**src/rtl/mem_access_ctrl.sv**
```systemverilog
// mem_access_ctrl: request sequencer for a single-port byte memory.
// Takes one read/write request at a time on a valid/ready port and issues one
// memory command per request. Reads wait the memory's registered latency and
// return data on a valid/ready response port. The controller also range-checks
// addresses and counts completed accesses and address errors.
module mem_access_ctrl #(
  parameter int DATA_W = 8,
  parameter int ADDR_W = 4,
  parameter int DEPTH  = 11,
  parameter int RD_LAT = 1,
  parameter int CNT_W  = 16
) (
  input  logic              clk,
  input  logic              rst,
  input  logic              req_valid,
  output logic              req_ready,
  input  logic              req_wr,
  input  logic [ADDR_W-1:0] req_addr,
  input  logic [DATA_W-1:0] req_wdata,
  output logic              resp_valid,
  input  logic              resp_ready,
  output logic [DATA_W-1:0] resp_data,
  output logic              resp_err,
  output logic              mem_wr,
  output logic              mem_rd,
  output logic [ADDR_W-1:0] mem_addr,
  output logic [DATA_W-1:0] mem_wdata,
  input  logic [DATA_W-1:0] mem_rdata,
  output logic [CNT_W-1:0]  wr_cnt,
  output logic [CNT_W-1:0]  rd_cnt,
  output logic [CNT_W-1:0]  err_cnt
);

  typedef enum logic [2:0] {IDLE, WRITE, READ, WAIT, RESP} state_t;

  // Wait counter counts down from RD_LAT-1 to 0 while in WAIT.
  localparam int WAIT_W = (RD_LAT > 1) ? $clog2(RD_LAT) : 1;
  localparam logic [WAIT_W-1:0] WAIT_LOAD = WAIT_W'(RD_LAT - 1);
  // One extra bit so DEPTH == 2^ADDR_W still compares correctly.
  localparam logic [ADDR_W:0] DEPTH_C = (ADDR_W + 1)'(DEPTH);

  state_t            state, next_state;
  logic [WAIT_W-1:0] wait_cnt;
  logic              accept;
  logic              in_range;

  // req_ready is only ever high in IDLE, so this is the acceptance handshake.
  assign accept   = (state == IDLE) & req_ready & req_valid;
  assign in_range = {1'b0, req_addr} < DEPTH_C;

  // State register.
  // NOTE: sequential state uses non-blocking (<=) so every flop samples the
  // pre-edge values of the others, independent of block ordering.
  always_ff @(posedge clk) begin
    if (rst) state <= IDLE;
    else     state <= next_state;
  end

  // Next-state logic and strobes decoded purely from the state register.
  // NOTE: every output gets a default first, so no path through the case can
  // leave one unassigned and infer a latch.
  always_comb begin
    next_state = state;
    mem_wr     = 1'b0;
    mem_rd     = 1'b0;
    resp_valid = 1'b0;
    case (state)
      IDLE: begin
        if (accept) begin
          if (!in_range) next_state = req_wr ? IDLE : RESP;
          else           next_state = req_wr ? WRITE : READ;
        end
      end
      WRITE: begin
        mem_wr     = 1'b1;
        next_state = IDLE;
      end
      READ: begin
        mem_rd     = 1'b1;
        next_state = WAIT;
      end
      WAIT: begin
        if (wait_cnt == '0) next_state = RESP;
      end
      RESP: begin
        resp_valid = 1'b1;
        if (resp_ready) next_state = IDLE;
      end
      default: next_state = IDLE;
    endcase
  end

  // req_ready is registered so it is low in the reset cycle even though the
  // state register already reads IDLE then.
  always_ff @(posedge clk) begin
    if (rst) req_ready <= 1'b0;
    else     req_ready <= (next_state == IDLE);
  end

  // Request capture, read-latency timer, response registers and counters.
  // NOTE: the datapath registers are reset too, because a reset mid-operation
  // must drop the pending response and clear the visible counters and address.
  always_ff @(posedge clk) begin
    if (rst) begin
      mem_addr  <= '0;
      mem_wdata <= '0;
      resp_data <= '0;
      resp_err  <= 1'b0;
      wait_cnt  <= '0;
      wr_cnt    <= '0;
      rd_cnt    <= '0;
      err_cnt   <= '0;
    end else begin
      if (accept) begin
        mem_addr  <= req_addr;
        mem_wdata <= req_wdata;
        if (!in_range) begin
          err_cnt <= err_cnt + 1'b1;
          if (!req_wr) begin
            resp_data <= '0;
            resp_err  <= 1'b1;
          end
        end
      end
      if (state == WRITE) wr_cnt <= wr_cnt + 1'b1;
      if (state == READ) wait_cnt <= WAIT_LOAD;
      if (state == WAIT) begin
        if (wait_cnt == '0) begin
          resp_data <= mem_rdata;
          resp_err  <= 1'b0;
          rd_cnt    <= rd_cnt + 1'b1;
        end else begin
          wait_cnt <= wait_cnt - 1'b1;
        end
      end
    end
  end

endmodule

```
**config.mk**
```make
export PLATFORM = sky130hd
export DESIGN_NAME = mem_access_ctrl
export DESIGN_NICKNAME = d
export VERILOG_FILES = /design/src/rtl/mem_access_ctrl.sv
export SDC_FILE = /design/constraint.sdc
export NUM_CORES = 1
export LEC_CHECK = 0
export ABC_AREA = 1
export CAP_MARGIN = 20
export CORE_ASPECT_RATIO = 2
export CORE_MARGIN = 2
export CORE_UTILIZATION = 44
export CTS_BUF_LIST = sky130_fd_sc_hd__clkbuf_16
export CTS_CLUSTER_DIAMETER = 40
export DETAILED_ROUTE_END_ITERATION = 6
export PLACE_DENSITY = 0.8
export SLEW_MARGIN = 40
export SYNTH_ARGS = -nofsm -noshare
export SYNTH_HDL_FRONTEND = slang
export SYNTH_SLANG_ARGS = --single-unit
```
**constraint.sdc**
```tcl
create_clock -name clk -period 1.15 [get_ports clk]
set_input_delay 0.345 -clock clk [delete_from_list [all_inputs] [get_ports clk]]
set_output_delay 0.345 -clock clk [all_outputs]
set_load 0.005 [all_outputs]
```
==> impl_results.md <==
* CP startpoint: state[1]$_SDFF_PP0_
* Root Buffer: clkbuf_16
* Htree depth at 3
* Slew HR at 72.2%
* Syn Inst Count at between 500 and 600
* Total GRT Usage at around a third
* CTS buffer count at 9
* CP Cell Sequence: buf_4, nand2_4, nor2_2, buf_2
* Die Ht at around 130 um
* Grt ovf at 0
* DP Wirelength at approximately 8.4 mm
* Cell variety after synth at 29
* Port bufs at 97
* Reg2reg end: wr_cnt[6]$_SDFFE_PP0P_
* Outcome: complete, but fails checks
* Leak at about 0.0029 uW
* Largest stage delay on the critical path at 0.40 ns
* Layout cells sized above 1 at 59.7%
* Hold Fails Final Rpt at 0
* Crit path max fanout at 3
* Diode count at 0
* Die Wd at slightly below 70 um
* Fmax at roughly 0.63 GHz
* Die area at about 0.009 mm^2
* Setup CP Type: register to primary output
* CP Capture Type: primary output
* Post-route cell area at around 0.0067 mm^2
* # Max-Cap Violations at 0
* Post-route setup slack at -0.441 ns
* Post-Syn Nets at ~560
* Mean Syn Cell Area at roughly 6.7 um^2
* CP required at approximately 0.81 ns
* Dpl cell area at 0.00539 mm^2
* Synth cell count leaders: 145 x nand2_1, 91 x nor2_1, 74 x dfxtp_1
* CP max-delay cell: dfxtp_4
* Post-synth ARST share at 0%
* Yosys warnings at 0
* 1st-pass router iterations at 5
* Via density at slightly below 6
* Area leader, netlist: dfxtp_1
* Routed Antenna Nets at 0
* First-pass GRT wire length at 22.4 mm
* Worst Tran Pin Value at approximately 0.42 ns
* Fin crit period at approximately 1.6 ns
* Max Buffers Root-to-Sink at 2
* Maximum VDD drop at around 0.9 mV
* Fillers at about 380
* Worst skew pair latency at 0.34 ns
* Core Box Area at between 0.007 and 0.008 mm^2
* Count leader, synth: nand2_1
* Mapped cell area at roughly 0.0036 mm^2
* Slew Limit Fails at 0
* GPL Wtd Cong at about 0.87
* CP endpoint: mem_rd
* # rows at 46
* R2R Path Start: state[1]$_SDFF_PP0_
* RSZ-0062 raised after global routing: true
* Post-synthesis sequential area ratio at between 40% and 50%
* Critical Path Source Type: register
* Min-delay src: req_addr[1]
* Path depth of the worst reg2reg path at 7
* CTS tree: done
* Largest net degree at the start of global routing at 36
* Number of buffers and inverters on the critical path at 2
* Top cells by area, synth: dfxtp_1 42%, nand2_1 15%, nor2_1 9.6%
* WHS Path Cells at 3
* Via count at between 4000 and 5000
* WL final at 17.6 mm
* IO Pins at 98
* CTS clk-pin slew, worst paths at 0.06 ns
* Starting density of the core at 45.2%
* Final Setup Violations at around 100
* Number of synthesized flops with an enable pin at 0
* Synth top area share at about two fifths
* Worst Hold Slack at ~0.45 ns
* Synth Register Bits at 74
* R2r setup slk at -0.39 ns
* Min-delay worst type: primary input to register
* Power Density at around 920 mW/mm^2
* Number of global-route vias before repair at 4864
* Avg WL per Cell at a little over 20 um
* Clk sinks at 74
* Fin util at approximately 85%
* Clock skew at roughly 0.0073 ns
* Nets@finish at between 700 and 800
* Top FF cell, synth: dfxtp_1
* Failing checks: setup timing
* Layout overhead on the synthesized area at 88.5%
* Worst EP arrival at 1.25 ns
* Power Total at slightly above 6000 uW
* Top delay family on crit path: flip-flops
* DRT iter0 DRCs at approximately 440
* Crit path depth at 4
* Antenna violations before repair at 0
* Period utilization at 138%
* DRC errors left at 0
sequential cells by signal, indices dropped and copies added (netlist names):
name and cells:
resp_data 8, mem_addr 4, state 3, mem_wdata 8, wr_cnt 16, req_ready 1, err_cnt 16, rd_cnt 16
wait_cnt 1, resp_err 1
final cells by class:
| class | count | area [um^2] | share of cell area, % |
|---|---|---|---|
| multi-input combinational | 391 | 2520 | 37.5 |
| tap | 96 | 120 | 1.79 |
| sequential | 74 | 1620 | 24.1 |
| clock buffer | 9 | 225 | 3.36 |
| inverter | 55 | 219 | 3.26 |
| clock inverter | 5 | 47.5 | 0.708 |
| timing repair buffer | 235 | 1960 | 29.2 |
cells in the final DEF, fill, tap and decap left out, types with 2 or more instances in the layout:
master           instances
a21oi_1                 28
a21oi_2                 12
a31oi_1                  2
a31oi_4                  3
buf_12                   4
buf_2                   50
buf_4                  106
buf_6                   47
buf_8                    3
clkbuf_16               10
clkdlybuf4s50_1         20
clkinv_1                 2
clkinv_2                 2
dfxtp_1                  2
dfxtp_2                 53
dfxtp_4                 19
dlygate4sd2_1            4
ha_4                     3
inv_1                   46
inv_2                    5
inv_4                    3
nand2_1                 95
nand2_2                 37
nand2_4                 15
nand2_8                  3
nand3_1                  9
nand3_2                  7
nand3_4                  3
nand4_1                 10
nor2_1                  54
nor2_2                  21
nor2_4                  24
nor3_1                   5
o21ai_0                 17
o21ai_1                 10
o21ai_2                 20
xor2_1                   2
routing by layer:
metal | vias up | global-route usage (%) | wire, um
li1 | 2179 | - | -
met4 | 0 | 24.3 | 1610
met1 | 2356 | 32.2 | 5690
met3 | 135 | 6.34 | 1350
met2 | 320 | 57.6 | 8910
met5 | - | 0 | 0
repair_timing:
item                       4_1_cts  5_1_grt
resized for setup              479      157
hold buffers                     0        0
setup buffers                   31       15
setup endpoints to repair      144      109
pin swaps                       37       64
cloned                           2        1
tightest hold or removal path, cell delays in order:
cell	delay, ns
dlygate4sd2_1	0.24
o21ai_1	0.08
nor2_1	0.09
per-stage QoR:
stage          TNS [ns]  setup slack (ns)  instances
2_1_floorplan    -0.511           -0.0738        534
3_3_place_gp     -31.83            -0.660        808
3_5_place_dp     -33.77            -0.734        808
4_1_cts           -9.48            -0.234        853
5_1_grt          -25.82            -0.624        865
6_report         -21.31            -0.441        865
cells by family after synthesis:
family	share of synthesized area [%]
AOI/OAI and AO/OA	14.1
adders and majority gates	1.05
DFF	41.6
xor gates and xnor gates	0.738
and+or+nand+nor	34.8
buffers and inverters	7.69
power breakdown:
part / leakage (uW) / total, uW / internal (uW) / switching (uW)
sequential: 0.000639 / 2660 / 2600 / 62.2
clock: 0.000136 / 2710 / 1630 / 1080
combinational: 0.00217 / 806 / 392 / 414
total: 0.00295 / 6180 / 4620 / 1560
worst min-delay path by stage:
| stage | to | slack, ns |
|---|---|---|
| final | mem_addr[1]$_SDFFE_PP0N_ | 0.45 |
| after CTS | mem_addr[0]$_SDFFE_PP0N_ | 0.43 |
| after floorplan | wait_cnt$_SDFF_PP0_ | 0.44 |
| after detailed placement | err_cnt[0]$_SDFFE_PP0P_ | 0.46 |
| after global routing | mem_wdata[1]$_SDFFE_PP0N_ | 0.48 |
| after global placement | err_cnt[0]$_SDFFE_PP0P_ | 0.44 |
Power figures use the tool's default switching activity.
